===== src/rtl/icmp_pkg.sv =====
// icmp_pkg: ICMP protocol constants, the parser FSM state encoding shared
// with the TX side, and a helper for placing a byte in its checksum word.
package icmp_pkg;

  localparam logic [7:0]  ICMP_TYPE_ECHO_REQ   = 8'd8;
  localparam logic [7:0]  ICMP_TYPE_ECHO_REPLY = 8'd0;
  localparam logic [7:0]  ICMP_CODE_ECHO       = 8'd0;
  localparam logic [15:0] ICMP_HDR_LEN         = 16'd8;

  typedef enum logic [2:0] {
    ST_IDLE,
    ST_HDR,
    ST_PAY,
    ST_DROP,
    ST_FIN
  } icmp_state_t;

  // Even byte indices carry the high half of a 16-bit word, odd ones the low half.
  function automatic logic [15:0] csum_word(input logic [7:0] b, input logic odd);
    return odd ? {8'h00, b} : {b, 8'h00};
  endfunction

endpackage


===== src/rtl/icmp_csum_acc.sv =====
// icmp_csum_acc: one's-complement checksum accumulator for the ICMP parser.
// Bytes are summed into a 32-bit accumulator. The first beat of a message
// restarts the sum. On the last beat the complete sum is folded once into a
// 17-bit stage. On the following cycle the second fold produces o_match,
// which is high when the folded result is 16'hFFFF. Because the complete sum
// moves into the fold stage on the last beat, the accumulator can start on
// the next message in the very next cycle.
module icmp_csum_acc
  import icmp_pkg::*;
(
  input  logic       i_clk,
  input  logic       i_rst,
  input  logic       i_beat,
  input  logic       i_first,
  input  logic       i_last,
  input  logic       i_odd,
  input  logic [7:0] i_data,
  output logic       o_match
);

  logic [31:0] acc;
  logic [31:0] sum_next;
  logic [16:0] fold1;
  logic [15:0] fold2;

  // Running sum including the current byte, and the second end-around-carry fold.
  always_comb begin
    sum_next = (i_first ? 32'd0 : acc) + {16'd0, csum_word(i_data, i_odd)};
    fold2    = fold1[15:0] + {15'd0, fold1[16]};
  end

  // Accumulate beats, take the first fold on the last beat, then register the match flag.
  always_ff @(posedge i_clk) begin
    if (i_rst) begin
      acc     <= 32'd0;
      fold1   <= 17'd0;
      o_match <= 1'b0;
    end else begin
      if (i_beat) begin
        acc <= sum_next;
      end
      if (i_beat && i_last) begin
        fold1 <= {1'b0, sum_next[15:0]} + {1'b0, sum_next[31:16]};
      end
      o_match <= (fold2 == 16'hFFFF);
    end
  end

endmodule


===== src/rtl/icmp_rx.sv =====
// icmp_rx: receive-side ICMP echo-request parser.
// Validates type/code/length on the fly. A verdict leaves a fixed 2-cycle
// pipeline and produces either o_trig_reply, which updates o_trig_id and
// o_trig_seq, or o_drop. The pipeline runs independently of the byte FSM,
// so the next message may start in the cycle right after a last beat.
// Optional build macro: ICMP_RX_CHECKSUM_EN adds a one's-complement checksum
// check. Without the macro the checksum field is ignored.
module icmp_rx
  import icmp_pkg::*;
#(
  parameter logic [15:0] P_MIN_LEN = 16'd8,
  parameter logic [15:0] P_MAX_LEN = 16'd1480
) (
  input  logic        i_clk,
  input  logic        i_rst,
  input  logic [7:0]  i_icmp_data,
  input  logic [15:0] i_icmp_len,
  input  logic        i_icmp_last,
  input  logic        i_icmp_valid,
  output logic        o_trig_reply,
  output logic [15:0] o_trig_seq,
  output logic [15:0] o_trig_id,
  output logic        o_drop
);

  icmp_state_t state;
  logic [15:0] cnt;
  logic [15:0] len_q;
  logic [15:0] id_sh;
  logic [15:0] seq_sh;

  logic        start;
  logic [15:0] idx;
  logic [15:0] len_eff;
  logic [16:0] count;
  logic        fail_hdr;
  logic        fail_end;
  logic [15:0] seq_cur;

  logic        v1, f1, v2, f2;
  logic [15:0] id1, seq1, id2, seq2;
  logic        csum_ok;

`ifdef ICMP_RX_CHECKSUM_EN
  icmp_csum_acc u_csum (
    .i_clk   (i_clk),
    .i_rst   (i_rst),
    .i_beat  (i_icmp_valid),
    .i_first (start),
    .i_last  (i_icmp_last),
    .i_odd   (idx[0]),
    .i_data  (i_icmp_data),
    .o_match (csum_ok)
  );
`else
  assign csum_ok = 1'b1;
`endif

  // Decode the current beat: its byte index, the effective length, and the header/length checks.
  always_comb begin
    start    = i_icmp_valid && (state == ST_IDLE || state == ST_FIN);
    idx      = start ? 16'd0 : cnt;
    len_eff  = start ? i_icmp_len : len_q;
    count    = {1'b0, idx} + 17'd1;
    fail_hdr = 1'b0;
    if (idx == 16'd0) begin
      fail_hdr = (i_icmp_data != ICMP_TYPE_ECHO_REQ) || (i_icmp_len > P_MAX_LEN);
    end else if (idx == 16'd1) begin
      fail_hdr = (i_icmp_data != ICMP_CODE_ECHO);
    end
    fail_end = (count < {1'b0, P_MIN_LEN}) || (count != {1'b0, len_eff});
    seq_cur  = seq_sh;
    if (state == ST_HDR && idx == 16'd7) begin
      seq_cur = {seq_sh[15:8], i_icmp_data};
    end
  end

  // Byte-level FSM: count beats, latch the length, capture id/seq and track drop state.
  always_ff @(posedge i_clk) begin
    if (i_rst) begin
      state  <= ST_IDLE;
      cnt    <= 16'd0;
      len_q  <= 16'd0;
      id_sh  <= 16'd0;
      seq_sh <= 16'd0;
    end else if (i_icmp_valid) begin
      cnt <= (idx == 16'hFFFF) ? 16'hFFFF : idx + 16'd1;
      if (start) begin
        len_q <= i_icmp_len;
      end
      if (state == ST_HDR) begin
        case (idx)
          16'd4:   id_sh[15:8]  <= i_icmp_data;
          16'd5:   id_sh[7:0]   <= i_icmp_data;
          16'd6:   seq_sh[15:8] <= i_icmp_data;
          16'd7:   seq_sh[7:0]  <= i_icmp_data;
          default: ;
        endcase
      end
      if (i_icmp_last) begin
        state <= ST_FIN;
      end else if (state == ST_DROP || fail_hdr) begin
        state <= ST_DROP;
      end else if (idx >= ICMP_HDR_LEN - 16'd1) begin
        state <= ST_PAY;
      end else begin
        state <= ST_HDR;
      end
    end else if (state == ST_FIN) begin
      state <= ST_IDLE;
    end
  end

  // Verdict pipeline: two stages after the last beat, then registered reply/drop pulses.
  always_ff @(posedge i_clk) begin
    if (i_rst) begin
      v1           <= 1'b0;
      f1           <= 1'b0;
      id1          <= 16'd0;
      seq1         <= 16'd0;
      v2           <= 1'b0;
      f2           <= 1'b0;
      id2          <= 16'd0;
      seq2         <= 16'd0;
      o_trig_reply <= 1'b0;
      o_drop       <= 1'b0;
      o_trig_id    <= 16'd0;
      o_trig_seq   <= 16'd0;
    end else begin
      v1           <= i_icmp_valid && i_icmp_last;
      f1           <= (state == ST_DROP) || fail_hdr || fail_end;
      id1          <= id_sh;
      seq1         <= seq_cur;
      v2           <= v1;
      f2           <= f1;
      id2          <= id1;
      seq2         <= seq1;
      o_trig_reply <= v2 && !f2 && csum_ok;
      o_drop       <= v2 && (f2 || !csum_ok);
      if (v2 && !f2 && csum_ok) begin
        o_trig_id  <= id2;
        o_trig_seq <= seq2;
      end
    end
  end

endmodule


===== config.mk =====
export PLATFORM = sky130hd
export DESIGN_NAME = icmp_rx
export DESIGN_NICKNAME = d
export VERILOG_FILES = /design/src/rtl/icmp_pkg.sv /design/src/rtl/icmp_csum_acc.sv /design/src/rtl/icmp_rx.sv
export SDC_FILE = /design/constraint.sdc
export NUM_CORES = 1
export LEC_CHECK = 0
export CORE_ASPECT_RATIO = 0.9
export CORE_MARGIN = 5
export CORE_UTILIZATION = 61
export DETAILED_ROUTE_END_ITERATION = 12
export PLACE_DENSITY = 0.94
export SETUP_SLACK_MARGIN = 0.05
export SYNTH_ARGS = -nofsm -noshare
export SYNTH_HDL_FRONTEND = slang
export SYNTH_SLANG_ARGS = --single-unit

===== constraint.sdc =====
create_clock -name i_clk -period 5.6 [get_ports i_clk]
set_input_delay 1.12 -clock i_clk [delete_from_list [all_inputs] [get_ports i_clk]]
set_output_delay 1.12 -clock i_clk [all_outputs]
set_load 0.02 [all_outputs]

==> results.txt <==
status: completed
class of the most critical setup path: input port to flop
r2r endpoint: seq_sh[6]
YS warnings: 0
register area share after synthesis: 52.71%
total power: 0.002519 W
area of the mapped netlist: 6419 um^2
Gate power share: 4.9%
fraction of layout cells with a size suffix above 1: 7.039%
register share of total power: 48.7%
Synth cell types: 56
Peak VDD IR: 0.2475 mV
Clock Latency Late Sink: 0.42 ns
root buf cell: clkbuf_16
CTS Buf Count: 17
WL final: 14900 um
most frequent cells in the layout: 169 x dfxtp_1, 113 x nand2_1, 70 x a21oi_1
CP delay by family, top: simple AND/OR/NAND/NOR gates
Period minus WS final: 3.665 ns
vias in the first global route: 5123
Slew headroom: 13.41%
# Post-CTS Setup Buffers: 0
Synth Area in Compound Gates: 10.70%
Synth Area in Simple Gates: 23.78%
Fin. Hold Viols: 0
CTS sink cnt: 169
Routed Antenna Nets: 0
period utilization: 65.45%
Critical Path End Type: flop
Top FF cell, synth: dfxtp_1
TritonCTS clock tree: done
final-report setup violation count: 0
Reg clk slew, reported paths: 0.07 ns
Hold Crit Endpoint: seq2[1]
post-route setup TNS: 0 ns
Slew Viols, Final: 0
CP Depth: 8
Total GRT Usage: 23.69%
initial core utilization: 62.64%
Multi-input gate area: 2763 um^2
Starting DRT DRC Count: 526
fmax: 272.8 MHz
Hold Crit Depth: 1
synthesized-area fraction occupied by adder cells: 0%
Via density: 5.819
hold_ws: 0.4354 ns
I/O pin count: 62
critical-path cell list: clkdlybuf4s50_1, buf_4, inv_1, or3_1, o21ai_0, and2_1, mux2i_1, nor2_1
CP Launch Type: input port
worst-path fanout max: 30
Max Cap Viol: 0
synthesis-stage register bit count: 169
worst r2r path cells: 6
Net Sw Frac: 23.37%
hold path start: seq1[1]
grt total ovfl: 0
CTS Hold Bufs: 0
multiplexer area fraction after synthesis: 6.394%
Slew @ Worst Pin: 1.293 ns
critical path data required time: 5.86 ns
ys async rst share: 0%
Filler cells: 662
I/O Buffers: 61
synth-to-layout area growth: 17.99%
Inserted Diodes: 0
Core Box Area: 10250 um^2
Arr. time, crit path: 3.92 ns
vias: 5132
NetSw: 0.0005887 W
# DRC: 0
Clk pwr share: 46.4%
Clock Path Buffers: 2
die height: 107.3 um
initial antenna violation count: 0
gp weighted congestion: 0.8822
post-CTS sizing: 0
drt pass-1 iters: 5
RSZ-0062 raised after global routing: false
Avg WL per Cell: 16.89 um
Die X: 118.1 um
Syn Nets: 734
nets@finish: 769
floorplan row count: 35
synthesized area per cell: 9.092 um^2
Cells after Synth: 706
Die ar.: 12680 um^2
Post-Synth XOR/XNOR Area: 2.047%
area taken by flip-flops and latches: 3383 um^2
critical path's largest stage delay: 0.82 ns
Buffers & Inverters on Critical Path: 3
Min-Delay Path Class: flop to flop
Critical R2R Launch: cnt[3]
CTS H-Tree Depth: 4
slowest CP cell: or3_1
worst reg2reg setup slack: 2.61 ns
LEAKAGE: 2.643 nW
Layout Skew: 0.008608 ns
power density over the cells: 332.7 nW/um^2
hpwl dp: 9515 um
largest net degree at the start of global routing: 95
Power Internal: 0.001931 W
EDFF count, synth: 0
commonest non-fill, non-tap cell in the layout: dfxtp_1
first-pass GRT wire length: 24600 um
largest family of logic cells by synthesized area: simple AND/OR/NAND/NOR gates
==> cell type report <==
type	count	area share, %
clock inverter	13	2.131
sequential	169	44.67
timing repair buffer	67	8.624
clock buffer	18	5.667
multi-input combinational	480	36.48
inverter	6	0.2974
tap	129	2.131
==> kinds of logic (layout without fill, tap and decap cells) <==
kind of cell | Yosys count | count (layout)
buffers and inverters | 57 | 104
AO/OA/AOI/OAI | 120 | 120
multiplexers | 41 | 41
flip-flops | 169 | 169
XOR/XNOR | 15 | 15
AND/OR/NAND/NOR | 304 | 304
==> sequential cells by signal, summed over array words and instances (netlist names) <==
| name | count |
|---|---|
| v1 | 1 |
| o_drop | 1 |
| f1 | 1 |
| id_sh | 16 |
| state | 3 |
| seq1 | 16 |
| o_trig_id | 16 |
| v2 | 1 |
| o_trig_reply | 1 |
| id1 | 16 |
| f2 | 1 |
| id2 | 16 |
| len_q | 16 |
| seq_sh | 16 |
| o_trig_seq | 16 |
| cnt | 16 |
| seq2 | 16 |
==> power by group through the flow <==
stage / Clock [W] / Combinational (W) / Sequential [W]
floorplan: 0 / 0.0000783 / 0.00125
global placement: 0 / 0.000116 / 0.00125
detailed placement: 0 / 0.000121 / 0.00125
CTS: 0.00118 / 0.000122 / 0.00123
global route: 0.00123 / 0.000135 / 0.00123
finish: 0.00117 / 0.000124 / 0.00123
==> routing by layer <==
layer / routed length [um] / share of wire, % / vias to the layer above / GRT usage (%)
met5: 0 / 0 / - / 0
met4: 295 / 2.0 / 0 / 8.845
met3: 957 / 6.4 / 40 / 4.992
met2: 7508 / 50 / 207 / 41.41
met1: 6134 / 41 / 2434 / 28.84
li1: - / - / 2451 / -
==> cells in the mapped netlist, types with 3 or more instances <==
cell,n,area (um^2)
nor4b_1,3,26.28
nor4_1,8,50.05
buf_4,4,30.03
mux2i_1,41,410.4
buf_1,5,18.77
nand2b_1,6,37.54
buf_2,10,50.05
nor2_1,54,202.7
nand4_1,6,37.54
and2_1,4,25.02
nor3b_1,3,22.52
nand2_1,113,424.2
xor2_1,4,35.03
buf_6,3,33.78
xnor2_1,11,96.34
o21ai_1,4,20.02
a31oi_1,5,31.28
nor3_1,13,65.06
dfxtp_1,169,3383
nor2b_1,60,375.4
inv_1,6,22.52
clkbuf_1,28,105.1
nand3_1,9,45.04
and3_1,7,43.79
a21oi_1,70,350.3
o21ai_0,20,100.1
==> how the worst max path moves through the flow <==
stage                       from   endpoint  slack [ns]
global placement    i_icmp_valid   id_sh[8]        1.72
finish              i_icmp_valid  id_sh[13]        1.93
detailed placement  i_icmp_valid  id_sh[13]        1.64
CTS                 i_icmp_valid  id_sh[13]        2.00
floorplan           i_icmp_valid     cnt[4]        3.02
global route        i_icmp_valid  id_sh[15]        1.78
==> stage by stage <==
stage / instance area [um^2] / instances / setup WS (ns) / util [%]
3_3_place_gp: 6983 / 851 / 1.721 / 68.14
4_1_cts: 7574 / 882 / 1.996 / 73.91
3_5_place_dp: 6983 / 851 / 1.642 / 68.14
6_report: 7574 / 882 / 1.935 / 73.91
2_1_floorplan: 6419 / 706 / 3.023 / -
5_1_grt: 7574 / 882 / 1.783 / 73.91
==> worst reg2reg max path: stages, from the launching register on <==
cell and delay (ns):
dfxtp_1 0.46, nor4_2 0.32, nand4_1 0.26, nor4_2 1.07, and2_4 0.40, mux2i_1 0.23
nor2_1 0.08
Power figures use the tool's default switching activity.
==> variant 1, RTL diff (same flow settings) <==
Register the output `o_trig_id` once more; this adds one clock of latency there. The other outputs are not delayed to match.
--- a/src/rtl/icmp_rx.sv
+++ b/src/rtl/icmp_rx.sv
@@ -23,4 +23,6 @@
   output logic        o_drop
 );
+
+  logic [15:0] o_trig_id_s0;
 
   icmp_state_t state;
@@ -125,5 +127,5 @@
       o_trig_reply <= 1'b0;
       o_drop       <= 1'b0;
-      o_trig_id    <= 16'd0;
+      o_trig_id_s0 <= 16'd0;
       o_trig_seq   <= 16'd0;
     end else begin
@@ -139,5 +141,5 @@
       o_drop       <= v2 && (f2 || !csum_ok);
       if (v2 && !f2 && csum_ok) begin
-        o_trig_id  <= id2;
+        o_trig_id_s0 <= id2;
         o_trig_seq <= seq2;
       end
@@ -145,4 +147,8 @@
   end
 
+  always_ff @(posedge i_clk) begin
+    o_trig_id <= o_trig_id_s0;
+  end
+
 endmodule
 
Function: same outputs for any inputs over 10 cycles, from zero or initial values and one cycle with i_rst high; that may be too few to reach the edited logic, so the function may still have changed.
==> variant 1 against the unedited design <==
Total power up 1.8%; worst hold slack worse by 0.086 ns; wire length down 3.7%; count of clock-buffer cells in the layout up 2; synthesized area up 3.5%; first-iteration DRC count down 6.7%; cell area up 2.9%; sequential cell count up 16; setup slack better by 0.21 ns; largest cell class unchanged.
==> variant 1: results (changes against the unedited design) <==
Outcome
  • Outcome: finished, final reports clean

Power
  • VDD IR max: 0.1980 mV (-20%)
  • Leak Pwr: 2.742 nW (+3.8%)

Critical path
  • Crit-path slowest cell: nor3b_4
  • Largest stage delay, worst path: 0.69 ns (-0.13 ns)
  • Maximum fanout along the worst path: 27 (-10%)
  • CP Data Required Time: 5.87 ns (about the same)
  • Delay-heaviest family, CP: simple AND/OR/NAND/NOR gates

Cells and area
  • Fraction of layout cells with a size suffix above 1: 7.096% (+0.057 points)
  • Antenna cells: 0 (unchanged)
  • Final nets: 777 (+1.0%)

Routing
  • DR iter-0 viols: 491 (-6.7%)
  • Drt pass-1 iters: 5 (unchanged)
  • Via count: 5115 (-0.33%)
  • Wire per inst: 16.05 um (-5.0%)
  • Routed WL: 14350 um (-3.7%)

Yosys
  • Unique masters post-synth: 52 (-7.1%)
  • Commonest cells in the netlist: dfxtp_1, nand2_1, a21oi_1
  • Share of the synthesized area in the top cell type: 55.72% (+3.0 points)
  • Top cells by area, synth: dfxtp_1, nand2_1, nor2b_1, a21oi_1, mux2i_1
  • Sequential cell area fraction in the yosys report: 55.72% (+3.0 points)
  • Net count after synthesis: 741 (+0.95%)
  • Yosys Warn Count: 0 (unchanged)
  • Async S/R FF share, synth: 0% (unchanged)
  • Syn Area/Cell: 9.322 um2 (+2.5%)

Placement
  • Final GP Congestion: 0.9272 (+5.1%)
  • Placement-stage cell area: 7252 um2 (+3.9%)
  • PortBufs: 61 (unchanged)
  • DP HPWL: 9028 um (-5.1%)
  • Dpl ws: 1.809 ns (+0.1674 ns)
  • Placed Cells: 863 (+1.4%)

Clock network
  • H-tree Lvls: 4 (unchanged)
  • Clk slew on worst S/H paths: 0.06 ns
  • Post-CTS setup buffer count: 0 (unchanged)
  • Cts bufs inserted: 17 (unchanged)
  • Clk Latency, worst-skew pair: approximately 0.43 ns
  • CTS max path bufs: 2 (unchanged)
  • Post_cts resized: 0 (unchanged)
  • Root Buffer: clkbuf_16

Timing
  • Slew margin rel.: 17.34% (+3.9 points)
  • Setup Skew: 0.008451 ns (-0.0001570 ns)

Global routing
  • Vias in the first global route: 4938 (-3.6%)
  • Initial antenna violation count: 0 (unchanged)
  • First-pass GRT wire length: 23470 um (-4.6%)
  • GRT Util Overall: 22.38% (-1.3 points)
  • Largest net degree at the start of global routing: 106 (+12%)

Min path
  • Worst min path class: register to register
## variant 1: report_power, final
part	leakage (nW)	switching, mW	total (mW)	internal, mW
Sequential	1.49	0.0126	1.34	1.33
Clock	0.267	0.509	1.11	0.597
Combinational	0.982	0.0747	0.118	0.0432
## variant 1: layer usage
layer	up-vias	routed length, um	track usage, %
met2	228	7146	39.03
met3	36	915	5.187
met4	0	315	8.422
li1	2464	-	-
met1	2387	5971	27.15
met5	-	0	0
## variant 1: kinds of logic after synthesis
logic type	synth area share [%]
AO/OA/AOI/OAI	11.09
XOR/XNOR	2.504
multiplexers	5.139
buffers and inverters	3.351
flip-flops	55.72
AND/OR/NAND/NOR	22.19
## variant 1: final timing paths
check,slack [ns],cells after the start,startpoint,to
setup / recovery,2.15,8,i_icmp_valid,seq_sh[13]$_SDFFE_PP0P_
hold / removal,0.35,0,o_trig_id_s0[10]$_SDFFE_PP0P_,o_trig_id[10]$_DFF_P_
setup reg to reg,2.74,6,cnt[0]$_SDFFE_PP0P_,cnt[13]$_SDFFE_PP0P_
hold reg to reg,0.35,0,o_trig_id_s0[10]$_SDFFE_PP0P_,o_trig_id[10]$_DFF_P_
## variant 1: layout make-up
type | instances | area, um2
Inverter | 4 | 15.01
Clock buffer | 20 | 456.7
Timing Repair Buffer | 65 | 638.1
Sequential cell | 185 | 3704
Fill cell | 732 | 2969
Tap cell | 133 | 166.4
Multi-Input combinational cell | 476 | 2729
Clock inverter | 11 | 87.58
==> variant 2, RTL diff (same flow settings) <==
Without the edit above. Build with the macro `ICMP_RX_CHECKSUM_EN` defined.
--- a/src/rtl/icmp_rx.sv
+++ b/src/rtl/icmp_rx.sv
@@ -6,4 +6,6 @@
 // Optional build macro: ICMP_RX_CHECKSUM_EN adds a one's-complement checksum
 // check. Without the macro the checksum field is ignored.
+`define ICMP_RX_CHECKSUM_EN
+
 module icmp_rx
   import icmp_pkg::*;
Formal check against the unedited RTL: same outputs for any inputs over 10 cycles, from zero or initial values and one cycle with i_rst high; that may be too few to reach the edited logic, so the function may still have changed.
==> variant 2 against the unedited design <==
Synthesized area is 67% higher; sequential cell count rose by 50; clock power up 32%; wire length grew 90%; cell area grew 64%; total power grew 41%; setup slack got worse by 1.6 ns; combinational power rose to 3.1 times the old value; clock skew up 0.0077 ns; critical path depth up 12; global-route usage is 3.6 points higher; utilization shrank 2.8 points; critical path type unchanged; largest power group unchanged.
==> variant 2: results (changes against the unedited design) <==
Global routing
  • GRT Util Overall: 27.26% (+3.6 points)
  • First-pass GRT wire length: 45480 um (+85%)
  • Met1 Use GR: 33.79% (+5.0 points)
  • Largest net degree at the start of global routing: 123 (+29%)
  • Met3 Usage GRT: 4.583% (-0.41 points)
  • Met2 usage: 46.78% (+5.4 points)
  • Initial antenna violation count: 0 (unchanged)
  • Vias in the first global route: 9305 (+82%)

Placement
  • Final GP Congestion: 0.9601 (+8.8%)
  • Dpl ws: -0.02709 ns (-1.669 ns)
  • PortBufs: 61 (unchanged)
  • Placed Cells: 1556 (+83%)
  • DP HPWL: 18600 um (+95%)
  • Placement-stage cell area: 11640 um2 (+67%)

Critical path
  • Worst EP arrival: 5.66 ns (+1.74 ns)
  • Maximum fanout along the worst path: 19 (-37%)
  • Crit-path slowest cell: or4b_1
  • Largest stage delay, worst path: 0.60 ns (-0.22 ns)

Cells and area
  • Fill count: 1215 (+84%)
  • Fraction of layout cells with a size suffix above 1: 7.891% (+0.85 points)
  • Largest registers: u_csum.acc: 32 flops, u_csum.fold1: 17 flops

Timing
  • Setup Skew: 0.01636 ns (+0.007749 ns)
  • Slew margin rel.: 19.12% (+5.7 points)

Clock network
  • Post_cts resized: 0 (unchanged)
  • Cts bufs inserted: 23 (+6)
  • CTS max path bufs: 3 (+1)
  • H-tree Lvls: 1 (-3)
  • Clk Latency, worst-skew pair: 0.52 ns (+0.10 ns)
  • Post-CTS setup buffer count: 0 (unchanged)

Yosys
  • Unique masters post-synth: 74 (+32%)
  • Synth Instances: 1311 (+86%)
  • Commonest cells in the netlist: nand2_1, dfxtp_1, a21oi_1
  • Net count after synthesis: 1378 (+88%)
  • Async S/R FF share, synth: 0% (unchanged)
  • Top cells by area, synth: dfxtp_1, nand2_1, a21oi_1, ha_1, nor2b_1
  • Sequential cell area fraction in the yosys report: 40.91% (-12 points)

Power
  • Leak Pwr: 4.633 nW (+75%)
  • VDD IR max: 0.2746 mV (+11%)
  • Net Switching: 883.1 uW (+50%)

Routing
  • Metal3 WL: 2367 um (+150%)
  • Routed WL: 28310 um (+90%)
  • Highest routed layer: met4
  • Vias per cell: 6.165 (+6.0%)
  • Wire per inst: 17.74 um (+5.0%)
  • DR WL met2: 13450 um (+79%)
  • Metal-1 WL: 11230 um (+83%)
  • DR iter-0 viols: 973 (+85%)

Min path
  • Worst min path class: register to register

Outcome
  • Outcome: finished, final reports clean
[variant 2: cell count changes after synthesis, sizes merged, moves of 17 or more]
| cell | before | now |
|---|---|---|
| nand2 | 114 | 232 |
| a21oi | 70 | 134 |
| dfxtp | 169 | 219 |
| clkbuf | 28 | 70 |
| ha | 0 | 37 |
| and2 | 5 | 38 |
| xnor2 | 11 | 40 |
| o21ai | 24 | 51 |
| nand3 | 11 | 34 |
| and3 | 7 | 28 |
| nor2 | 55 | 72 |
[variant 2: kinds of logic (layout without fill, tap and decap cells)]
logic type | after synthesis | in the layout | synth area share [%]
simple gates | 578 | 578 | 26.63
compound gates | 289 | 289 | 16.49
flops | 219 | 219 | 40.91
buf+inv | 103 | 148 | 4.180
xor+xnor | 57 | 57 | 4.659
fa+ha+maj | 39 | 39 | 4.693
mux | 26 | 26 | 2.440
[variant 2: worst paths after layout]
kind                             from                            end  slack (ns)  depth (start not counted)
hold reg to reg     id2[9]$_SDFF_PP0_      o_trig_id[9]$_SDFFE_PP0P_        0.44                          2
setup reg to reg  cnt[0]$_SDFFE_PP0P_  u_csum.fold1[11]$_SDFFE_PP0P_        0.66                         19
hold / removal      id2[9]$_SDFF_PP0_      o_trig_id[9]$_SDFFE_PP0P_        0.44                          2
setup / recovery         i_icmp_valid  u_csum.fold1[11]$_SDFFE_PP0P_        0.37                         20
[variant 2: worst max-delay path, delay by kind of cell]
kind | cells | cell delay (ns)
fa+ha+maj | 2 | 0.68
buf+inv | 3 | 0.48
compound gates | 5 | 1.13
simple gates | 8 | 1.87
xor+xnor | 2 | 0.36
[variant 2: metrics by stage]
| step | hold WS (ns) | power (mW) |
|---|---|---|
| global placement | 0.4160 | 2.006 |
| detailed placement | 0.4255 | 2.017 |
| finish | 0.4375 | 3.542 |
| floorplan | 0.4138 | 1.904 |
| CTS | 0.4380 | 3.545 |
| global route | 0.4536 | 3.658 |
[variant 2: final cells by class]
type / instances / area (um2) / area share, %
multi-input cells: 989 / 6042 / 48.71
flip-flops and latches: 219 / 4384 / 35.34
repair buffers: 89 / 842.1 / 6.788
clock buffers: 29 / 618.1 / 4.983
well taps: 240 / 300.3 / 2.421
clock inverters: 11 / 146.4 / 1.180
inverters: 19 / 71.32 / 0.5749
[variant 2: power groups by stage]
| stage | Combinational, mW | Sequential [mW] | Clock (mW) |
|---|---|---|---|
| after floorplan | 0.271 | 1.63 | 0 |
| after global placement | 0.366 | 1.64 | 0 |
| after detailed placement | 0.376 | 1.64 | 0 |
| after CTS | 0.380 | 1.61 | 1.56 |
| after global routing | 0.417 | 1.61 | 1.63 |
| final | 0.388 | 1.61 | 1.55 |
